**config.mk**
```make
export PLATFORM = sky130hd
export DESIGN_NAME = serial_add_ctrl
export DESIGN_NICKNAME = d
export VERILOG_FILES = /design/src/rtl/serial_add_pkg.sv /design/src/rtl/serial_add_ctrl_fa_cell.sv /design/src/rtl/serial_add_ctrl.sv
export SDC_FILE = /design/constraint.sdc
export NUM_CORES = 1
export LEC_CHECK = 0
export ABC_AREA = 1
export CAP_MARGIN = 10
export CORE_UTILIZATION = 49
export DETAILED_ROUTE_END_ITERATION = 10
export PLACE_DENSITY = 0.79
export SYNTH_ARGS = -nofsm -noshare
export SYNTH_HDL_FRONTEND = slang
export SYNTH_SLANG_ARGS = --single-unit
```
**constraint.sdc**
```tcl
create_clock -name clk -period 1.7 [get_ports clk]
set_input_delay 0.255 -clock clk [delete_from_list [all_inputs] [get_ports clk]]
set_output_delay 0.255 -clock clk [all_outputs]
set_load 0.01 [all_outputs]
```
**src/rtl/serial_add_pkg.sv**
```systemverilog
// Shared types and sizing helpers for the bit-serial adder/subtractor controller.
package serial_add_pkg;

  // Encoding 2'd3 is unused; the FSM recovers from it to IDLE.
  typedef enum logic [1:0] {
    IDLE = 2'd0,
    RUN  = 2'd1,
    DONE = 2'd2
  } state_t;

  function automatic int cnt_w(input int width);
    return (width <= 1) ? 1 : $clog2(width);
  endfunction

endpackage

```
**src/rtl/serial_add_ctrl_fa_cell.sv**
```systemverilog
// One-bit full adder cell; the serial controller reuses it once per clock.
module fa_cell (
  input  logic a,
  input  logic b,
  input  logic c,
  output logic s,
  output logic co
);

  assign s  = a ^ b ^ c;
  assign co = (a & b) | (c & (a ^ b));

endmodule

```
**src/rtl/serial_add_ctrl.sv**
```systemverilog
// Bit-serial adder/subtractor: sequences fa_cell over WIDTH bits, LSB first,
// with the carry held in a flop between cycles and a registered result.
module serial_add_ctrl
  import serial_add_pkg::*;
#(
  parameter int WIDTH = 4
) (
  input  logic             clk,
  input  logic             rst,
  input  logic             start,
  input  logic [WIDTH-1:0] a,
  input  logic [WIDTH-1:0] b,
  input  logic             cin,
  input  logic             sub,
  output logic             busy,
  output logic             done,
  output logic [WIDTH-1:0] sum,
  output logic             cout,
  output logic             ovf,
  output state_t           state_dbg
);

  localparam int CW = cnt_w(WIDTH);

  // Handshake: start is sampled only in IDLE and captures a/b/cin/sub at that
  // edge; busy stays high until IDLE returns; done is a one-cycle Moore pulse
  // during which sum/cout/ovf are valid (they then hold until the next done).

  state_t           state, state_nx;
  logic [WIDTH-1:0] a_sh, b_sh, res_sh, res_nx, s_ext;
  logic [CW-1:0]    cnt;
  logic             carry, s_bit, c_nx, last;

  fa_cell u_fa (
    .a  (a_sh[0]),
    .b  (b_sh[0]),
    .c  (carry),
    .s  (s_bit),
    .co (c_nx)
  );

  assign last      = (state == RUN) && (cnt == CW'(WIDTH - 1));
  assign s_ext     = WIDTH'(s_bit);
  assign res_nx    = (res_sh >> 1) | (s_ext << (WIDTH - 1));
  assign busy      = (state != IDLE);
  assign done      = (state == DONE);
  assign state_dbg = state;

  always_ff @(posedge clk or posedge rst) begin
    if (rst) state <= IDLE;
    else     state <= state_nx;
  end

  always_comb begin
    state_nx = state;
    case (state)
      IDLE:    if (start) state_nx = RUN;
      RUN:     if (last)  state_nx = DONE;
      DONE:    state_nx = IDLE;
      default: state_nx = IDLE;
    endcase
  end

  always_ff @(posedge clk or posedge rst) begin
    if (rst) begin
      a_sh   <= '0;
      b_sh   <= '0;
      res_sh <= '0;
      carry  <= 1'b0;
      cnt    <= '0;
      sum    <= '0;
      cout   <= 1'b0;
      ovf    <= 1'b0;
    end else begin
      case (state)
        IDLE: begin
          if (start) begin
            // Subtraction is a + ~b + 1, so the incoming carry is forced high.
            a_sh  <= a;
            b_sh  <= sub ? ~b : b;
            carry <= sub ? 1'b1 : cin;
            cnt   <= '0;
          end
        end
        RUN: begin
          a_sh   <= a_sh >> 1;
          b_sh   <= b_sh >> 1;
          res_sh <= res_nx;
          carry  <= c_nx;
          if (last) begin
            sum  <= res_nx;
            cout <= c_nx;
            // carry still holds the carry into the MSB during the last bit
            ovf  <= carry ^ c_nx;
          end else begin
            cnt <= cnt + CW'(1);
          end
        end
        default: ;
      endcase
    end
  end

endmodule

```
==> impl_metrics.ini, run 1 <==
[run_status]
status = finished clean

[setup_path]
r2r_end = carry$_DFFE_PP0P_
crit_chain = clkdlybuf4s50_1
path_max_fanout = 5
cp_data_required_time_ps = 1440
cp-end-kind = primary output
r2r_start = carry$_DFFE_PP0P_
slowest_stage = clkdlybuf4s50_1
cp.arrival_ps = 1280
crit_buf_inv = 1
max_stage_delay_ps = 540
critical-path-top-delay-family = buffers and inverters
start_kind = flop
r2r_slack_ps = 400
reg2reg_depth = 5
setup.worst_path.class = reg2out

[die]
coreArea_um2 = 2002
die_area_um2 = 2374
io_pins = 23
start_util_pct = 53.44
dieWidth_um = 48.73
die_h_um = 48.73
rows = 16

[timing]
period_share_pct = 90.20
finalHoldViolCount = 0
period_needed_ps = 1533
rsz0062_at_grt = false
relSlewSlack_pct = 77.24
skew_ps = 2.187
drv_slew = 0
worstMarginPinSlew_ps = 340.1
setup-violations-final = 0
fin_tns_setup_ps = 0
fmax_ghz = 0.6521

[power_and_ir_drop]
netSwitchingPower_uw = 919.1
seqPwrFrac_pct = 38.4
irDropWorstVdd_uv = 994.9
power.internal_uw = 1407
p_leak_uw = 0.0007798
powerDensity_nw_per_um2 = 1649
pwr-share-clk_pct = 12.5
swShare_pct = 39.52
comb_power_share_pct = 49.2

[drt]
drt-pass1-iter-count = 4
viasPerCell = 4.822
wl_um = 1998
drt-wirelength-per-cell_um = 10.46
postRouteAntennaNets = 0
vias = 921
drc = 0
drt_first_iter_violations = 13

[placement]
post-dp-hpwl_um = 1449
gp_congestion = 0.8041
portBuffers = 22

[synthesis]
ys.warnings.count = 0
syn_area_per_cell_um2 = 8.104
synth_cells = 132
syn_area_um2 = 1070
synth_top_area_share_pct = 51.46
synth-seq-cells = 22
post-synth-top-area-cell = dfrtp_1
synth_nets = 147
yosysUniqueCellTypes = 17
synth_seq_area_share_pct = 51.46
synth_area_leaders = dfrtp_1 (51%), nand2_1 (19%), inv_1 (6.0%)

[clock_tree]
path_clk_slew_ps = 120
numClockSinks = 22
cts_tree = yes
ctsHoldBuffers = 0
cts_buffer_depth = 2
htreeDepth = 1
cts-buffers-inserted = 3
clkLatencyLatePin_ps = 310
cts_root_buf = clkbuf_4

[final_layout]
multi_input_area_um2 = 432.9
fillCellCount = 174
drive_gt1_share_pct = 13.41
final_util_pct = 70.44
seq_area_um2 = 551.8
diodes = 0
final_nets = 180
area_delta_synth_final_pct = 31.81

[global_route]
grtUsageTotal_pct = 19.57
grt_pass1_wl_um = 3505
grt-ovfl-total = 0
grt_pass1_vias = 871
grt_max_degree = 23
antenna_found_initial = 0

[worst_hold_path]
worstHoldPathType = in2async

[job]
drv_cap = 0
area by class of cell:
type | instances | share of cell area (%)
well taps | 27 | 2.396
repair buffers | 29 | 19.88
clock buffers | 4 | 2.573
inverters | 20 | 5.324
multi-input cells | 89 | 30.70
flip-flops and latches | 22 | 39.13
synthesized netlist by cell type (all sizes together):
master / count
nand2: 59
dfrtp: 22
inv: 20
nand3: 10
o21ai: 8
nor2: 7
xor2: 2
buf: 1
fa: 1
ha: 1
nand3b: 1
sequential cells by signal (all words and copies together), names as in the netlist:
| name | cells |
|---|---|
| a_sh | 4 |
| b_sh | 4 |
| sum | 4 |
| res_sh | 3 |
| cnt | 2 |
| state_dbg | 2 |
| carry | 1 |
| cout | 1 |
| ovf | 1 |
layout by cell type, fill, tap and decap left out:
cell type        instances
buf_4                    7
clkbuf_4                 3
clkbuf_8                 1
clkdlybuf4s50_1         19
dfrtp_1                 21
dfrtp_2                  1
dlymetal6s2s_1           3
fa_1                     1
ha_1                     1
inv_1                   17
inv_2                    3
nand2_1                 55
nand2_2                  2
nand2_4                  2
nand3_1                 10
nand3b_1                 1
nor2_1                   4
nor2_2                   1
nor2_4                   2
o21ai_0                  3
o21ai_1                  5
xor2_1                   2
worst max path at each step:
stage / from / to / slack (ps) / cells after the start
finish: state_dbg[0]$_DFFE_PP0P_ / state_dbg[0] / 170 / 1
global route: state_dbg[0]$_DFFE_PP0P_ / state_dbg[0] / 130 / 1
global placement: state_dbg[0]$_DFFE_PP0P_ / busy / 300 / 3
floorplan: carry$_DFFE_PP0P_ / ovf$_DFFE_PP0P_ / 480 / 4
CTS: state_dbg[0]$_DFFE_PP0P_ / busy / 20 / 3
detailed placement: state_dbg[0]$_DFFE_PP0P_ / busy / 270 / 3
metal layers:
metal	wire length, µm	part of all wire, %	track usage [%]	vias up
met1	845	42	22.25	415
met4	58	2.9	10.78	0
met5	0	0	0	-
li1	-	-	-	463
met3	99	5.0	4.088	7
met2	994	50	34.03	36
per-stage QoR:
stage / setup slack [ps] / area, µm² / std cells / total power, µW / hold slack (ps)
6_report: 166.6 / 1410 / 191 / 2326 / 262.5
5_1_grt: 129.1 / 1410 / 191 / 2546 / 288.1
4_1_cts: 17.19 / 1395 / 190 / 2335 / 263.0
3_5_place_dp: 268.0 / 1335 / 183 / 2000 / 468.0
3_3_place_gp: 304.2 / 1335 / 183 / 1949 / 452.2
2_1_floorplan: 484.1 / 1070 / 132 / 1612 / 244.2
cell families (layout without fill, tap and decap cells):
| family | count (synthesis) | after routing | synth area share, % |
|---|---|---|---|
| AO/OA/AOI/OAI | 8 | 8 | 3.742 |
| buffers and inverters | 21 | 53 | 8.070 |
| flip-flops | 22 | 22 | 51.46 |
| AND/OR/NAND/NOR | 77 | 77 | 32.05 |
| XOR/XNOR | 2 | 2 | 1.638 |
| adder cells (fa/ha/maj) | 2 | 2 | 3.041 |
power groups by stage:
stage	clock (µW)	combinational [µW]	sequential, µW
detailed placement	0	1090	910
floorplan	0	695	917
finish	290	1140	892
global route	315	1310	924
global placement	0	1060	894
CTS	299	1140	894
timing repair:
item | in CTS | in global routing
pin swaps | 0 | 0
setup buffers | 3 | 1
resized for setup | 1 | 3
gates cloned | 0 | 0
setup endpoints to repair | 2 | 3
Note: power is estimated with default switching activity, not from simulation.
==> inputs of run 2 (changes only) <==
--- a/config.mk
+++ b/config.mk
@@ -7,9 +7,13 @@
 export LEC_CHECK = 0
 export ABC_AREA = 1
 export CAP_MARGIN = 10
-export CORE_UTILIZATION = 49
+export CELL_PAD_IN_SITES_DETAIL_PLACEMENT = 0
+export CELL_PAD_IN_SITES_GLOBAL_PLACEMENT = 1
+export CORE_ASPECT_RATIO = 1.75
+export CORE_UTILIZATION = 28
 export DETAILED_ROUTE_END_ITERATION = 10
-export PLACE_DENSITY = 0.79
+export GPL_ROUTABILITY_DRIVEN = 0
+export PLACE_DENSITY = 0.65
 export SYNTH_ARGS = -nofsm -noshare
 export SYNTH_HDL_FRONTEND = slang
 export SYNTH_SLANG_ARGS = --single-unit
==> run 2 against run 1 <==
Clock skew fell by 0.91 ps. Global-route usage fell by 6.8 points. Sequential cell count did not move. Die area rose by 72%. Maximum frequency fell by 5.6%. Final area rose by 0.27%. Core utilization fell by 31 points. First-iteration DRC count rose by 7.7%. Register-to-register slack barely moved. Critical endpoint is now busy.
==> impl_metrics.ini, run 2 (same netlist as run 1, synthesis figures left out) <==
[run_status]
status = finished clean

[timing]
rsz0062_at_grt = false
finalHoldViolCount = 0
period_share_pct = 95.55
relSlewSlack_pct = 77.09
worstMarginPinSlew_ps = 342.4
drv_slew = 0
skew_ps = 1.280
setup-violations-final = 0
fin_tns_setup_ps = 0
period_needed_ps = 1624
fmax_ghz = 0.6156

[clock_tree]
cts_root_buf = clkbuf_8
cts_resized = 0
cts-buffers-inserted = 3
cts_buffer_depth = 2
path_clk_slew_ps = 80
ctsHoldBuffers = 0
htreeDepth = 1
cts_tree = yes
post_cts_buffers = 0
clkLatencyLatePin_ps = 260
numClockSinks = 22

[drt]
viasPerCell = 4.252
vias = 876
drt-wirelength-per-cell_um = 10.40
postRouteAntennaNets = 0
drt-pass1-iter-count = 5
drc = 0
drt_first_iter_violations = 14
wl_um = 2142

[die]
start_util_pct = 29.48
die_area_um2 = 4081
io_pins = 23
die_h_um = 83.77
coreArea_um2 = 3628
dieWidth_um = 48.73
rows = 29

[worst_hold_path]
worstHoldPathType = in2async

[final_layout]
final_nets = 176
area_delta_synth_final_pct = 32.16
drive_gt1_share_pct = 10.63
fin_cells = 206
final_cell_mix = nand2_1 (55), dfrtp_1 (22), clkdlybuf4s50_1 (22)
diodes = 0
top_regs = a_sh x4, b_sh x4, sum x4
final_common_cell = nand2_1

[setup_path]
setup.worst_path.class = reg2out
cp.arrival_ps = 1370
reg2reg_depth = 5
start_kind = flop
cp_data_required_time_ps = 1440
path_max_fanout = 4
cp-end-kind = primary output

[global_route]
grt_pass1_vias = 945
grt-ovfl-total = 0
antenna_found_initial = 0
grtUsageTotal_pct = 12.77
grt_max_degree = 23
grt_pass1_wl_um = 4071

[power_and_ir_drop]
p_leak_uw = 0.0007305
powerDensity_nw_per_um2 = 1673
irDropWorstVdd_uv = 624.0

[placement]
post-dp-hpwl_um = 1660
dp_cells = 202
portBuffers = 22

[job]
drv_cap = 0
## run 2: layer usage
layer	wire length (µm)	track usage [%]	part of all wire, %	vias to the layer above
li1	-	-	-	454
met1	887	13.71	41	400
met2	1160	23.86	54	20
met3	69	1.821	3.2	2
met4	24	5.615	1.1	0
met5	0	0	0	-
## run 2: worst max-delay path, cell delays in order (launching register included)
cell and delay (ps):
dfrtp_1 410, inv_2 60, nand2_2 100, clkdlybuf4s50_1 540
## run 2: layout make-up
| class | count | area [µm²] |
|---|---|---|
| multi-input combinational | 89 | 432.9 |
| timing repair buffer | 25 | 242.7 |
| fill | 404 | 2215 |
| clock buffer | 4 | 55.05 |
| inverter | 20 | 75.07 |
| sequential | 22 | 550.5 |
| tap | 46 | 57.56 |
## run 2: per-stage QoR
step	instance area [µm²]	hold slack (ps)	power (µW)	setup slack (ps)	util [%]
2_1_floorplan	1070	244.2	1612	484.1	-
3_3_place_gp	1359	457.9	2005	325.5	37.45
3_5_place_dp	1359	469.8	2027	360.8	37.45
4_1_cts	1414	341.9	2405	66.77	38.97
5_1_grt	1414	401.9	2605	6.727	38.97
6_report	1414	330.4	2366	75.65	38.97
## run 2: path summary, 6_finish.rpt
path	start	to	slack [ps]
worst min-delay path	rst	sum[0]$_DFFE_PP0P_	330
worst max register to register	carry$_DFFE_PP0P_	carry$_DFFE_PP0P_	400
max in group asynchronous	rst	a_sh[1]$_DFFE_PP0P_	1140
min in group clk	cnt[1]$_DFFE_PP0P_	cnt[1]$_DFFE_PP0P_	490
worst max-delay path	state_dbg[0]$_DFFE_PP0P_	busy	80
worst min register to register	cnt[1]$_DFFE_PP0P_	cnt[1]$_DFFE_PP0P_	490
## run 2: report_power, final
group          internal, µW  leakage [µW]  switching (µW)  total [µW]
Clock                   206     0.0000288             165         371
Combinational           485      0.000423             622        1110
Sequential              753      0.000278             136         888
==> inputs of run 3 (changes only) <==
--- a/config.mk
+++ b/config.mk
@@ -6,10 +6,11 @@
 export NUM_CORES = 1
 export LEC_CHECK = 0
 export ABC_AREA = 1
-export CAP_MARGIN = 10
+export CAP_MARGIN = 5
 export CELL_PAD_IN_SITES_DETAIL_PLACEMENT = 0
 export CELL_PAD_IN_SITES_GLOBAL_PLACEMENT = 1
 export CORE_ASPECT_RATIO = 1.75
+export CORE_MARGIN = 10
 export CORE_UTILIZATION = 28
 export DETAILED_ROUTE_END_ITERATION = 10
 export GPL_ROUTABILITY_DRIVEN = 0
==> run 3 against run 2 <==
Non-clock buffer count stayed put. Via count is 1.1% lower. Total power is 2.9% lower.
==> impl_metrics.ini, run 3 (same netlist as run 1, synthesis figures left out) <==
[clock_tree]
clkLatencyLatePin_ps = 260
cts_root_buf = clkbuf_8
path_clk_slew_ps = 80
cts_tree = yes
htreeDepth = 1
cts_buffer_depth = 2
numClockSinks = 22
cts-buffers-inserted = 3
post_cts_buffers = 0

[drt]
dr_wl_met3_um = 133
wl_um = 2275
viasPerCell = 4.224
drt-pass1-iter-count = 4
wl_met2_um = 1156
postRouteAntennaNets = 0
drt-wirelength-per-cell_um = 11.10
vias = 866
topRoutingLayerUsed = met4
drt_first_iter_violations = 19
drc = 0
met1_length_um = 943

[timing]
fmax_ghz = 0.6211
drv_slew = 0
fin_tns_setup_ps = 0
setup-violations-final = 0
rsz0062_at_grt = false
relSlewSlack_pct = 77.32
period_share_pct = 94.70
holdWs_ps = 318.1
period_needed_ps = 1610
worstMarginPinSlew_ps = 339.0
skew_ps = 6.695
finalHoldViolCount = 0

[global_route]
grt_pass1_wl_um = 4084
grt-ovfl-total = 0
antenna_found_initial = 0
grtUsageTotal_pct = 7.584
grt_max_degree = 23
grt_pass1_vias = 969

[power_and_ir_drop]
powerDensity_nw_per_um2 = 1638
irDropWorstVdd_uv = 624.2
p_leak_uw = 0.0007282

[placement]
portBuffers = 22
post-dp-hpwl_um = 1847

[final_layout]
top_regs = a_sh x4, b_sh x4, sum x4
area_delta_synth_final_pct = 31.11
seq_area_um2 = 550.5
multi_input_area_um2 = 432.9
drive_gt1_share_pct = 10.06
diodes = 0
fillCellCount = 387
final_common_cell = nand2_1
final_nets = 176
final_cell_mix = nand2_1 (55), dfrtp_1 (22), clkdlybuf4s50_1 (21)

[setup_path]
path_max_fanout = 6
reg2reg_depth = 5
cp_data_required_time_ps = 1440
max_stage_delay_ps = 540
crit_chain = inv_2 -> nor2_1 -> clkdlybuf4s50_1
cp.arrival_ps = 1350
slowest_stage = clkdlybuf4s50_1
crit_buf_inv = 2
setup.worst_path.class = reg2out
start_kind = flop
crit_cells = 3
critical-path-top-delay-family = buffers and inverters
cp-end-kind = primary output

[worst_hold_path]
worstHoldPathType = in2async

[die]
coreArea_um2 = 3665
io_pins = 23
die_h_um = 101.8
die_area_um2 = 6790
dieWidth_um = 66.73
start_util_pct = 29.19
rows = 29

[job]
drv_cap = 0

[run_status]
status = finished clean
run 3: metrics by stage:
step | power (µW) | utilization [%] | instances | cell area (µm²) | setup slack, ps
after floorplan | 1612 | - | 132 | 1070 | 484.1
after global placement | 2004 | 37.08 | 202 | 1359 | 358.6
final | 2297 | 38.27 | 205 | 1403 | 90.06
after detailed placement | 2030 | 37.08 | 202 | 1359 | 352.8
after CTS | 2355 | 38.20 | 205 | 1400 | 53.20
after global routing | 2555 | 38.27 | 205 | 1403 | 26.24
run 3: layer usage:
layer / vias to the layer above / track usage [%]
li1: 455 / -
met1: 388 / 7.687
met2: 19 / 13.71
met3: 4 / 1.768
met4: 0 / 3.890
met5: - / 0
run 3: tightest hold or removal path, delay by kind of cell:
kind / cells / cell delay, ps
buf+inv: 3 / 710
run 3: cell type report:
class | instances | share of cell area, %
Clock buffer | 3 | 2.944
Sequential cell | 22 | 39.25
Inverter | 20 | 5.352
Multi-Input combinational cell | 89 | 30.87
Tap cell | 46 | 4.103
Timing Repair Buffer | 25 | 17.48
run 3: where the power goes:
group / switching, µW / total, µW / internal, µW / leakage, µW
Sequential: 133 / 886 / 753 / 0.000278
Clock: 161 / 319 / 158 / 0.0000216
Combinational: 613 / 1090 / 480 / 0.000428
run 3: worst paths after layout:
path,from,slack (ps),to
hold reg to reg,sum[0]$_DFFE_PP0P_,480,sum[0]$_DFFE_PP0P_
hold / removal,rst,320,sum[0]$_DFFE_PP0P_
min in group clk,sum[0]$_DFFE_PP0P_,480,sum[0]$_DFFE_PP0P_
setup reg to reg,carry$_DFFE_PP0P_,400,carry$_DFFE_PP0P_
setup / recovery,state_dbg[1]$_DFFE_PP0P_,90,done
max in group asynchronous,rst,1150,a_sh[2]$_DFFE_PP0P_
run 3: what timing repair did:
action | 4_1_cts | 5_1_grt
setup endpoints to repair | 0 | 1
endpoints found under the hold margin | 0 | 0
gates resized for setup | 0 | 1
hold buffers | 0 | 0
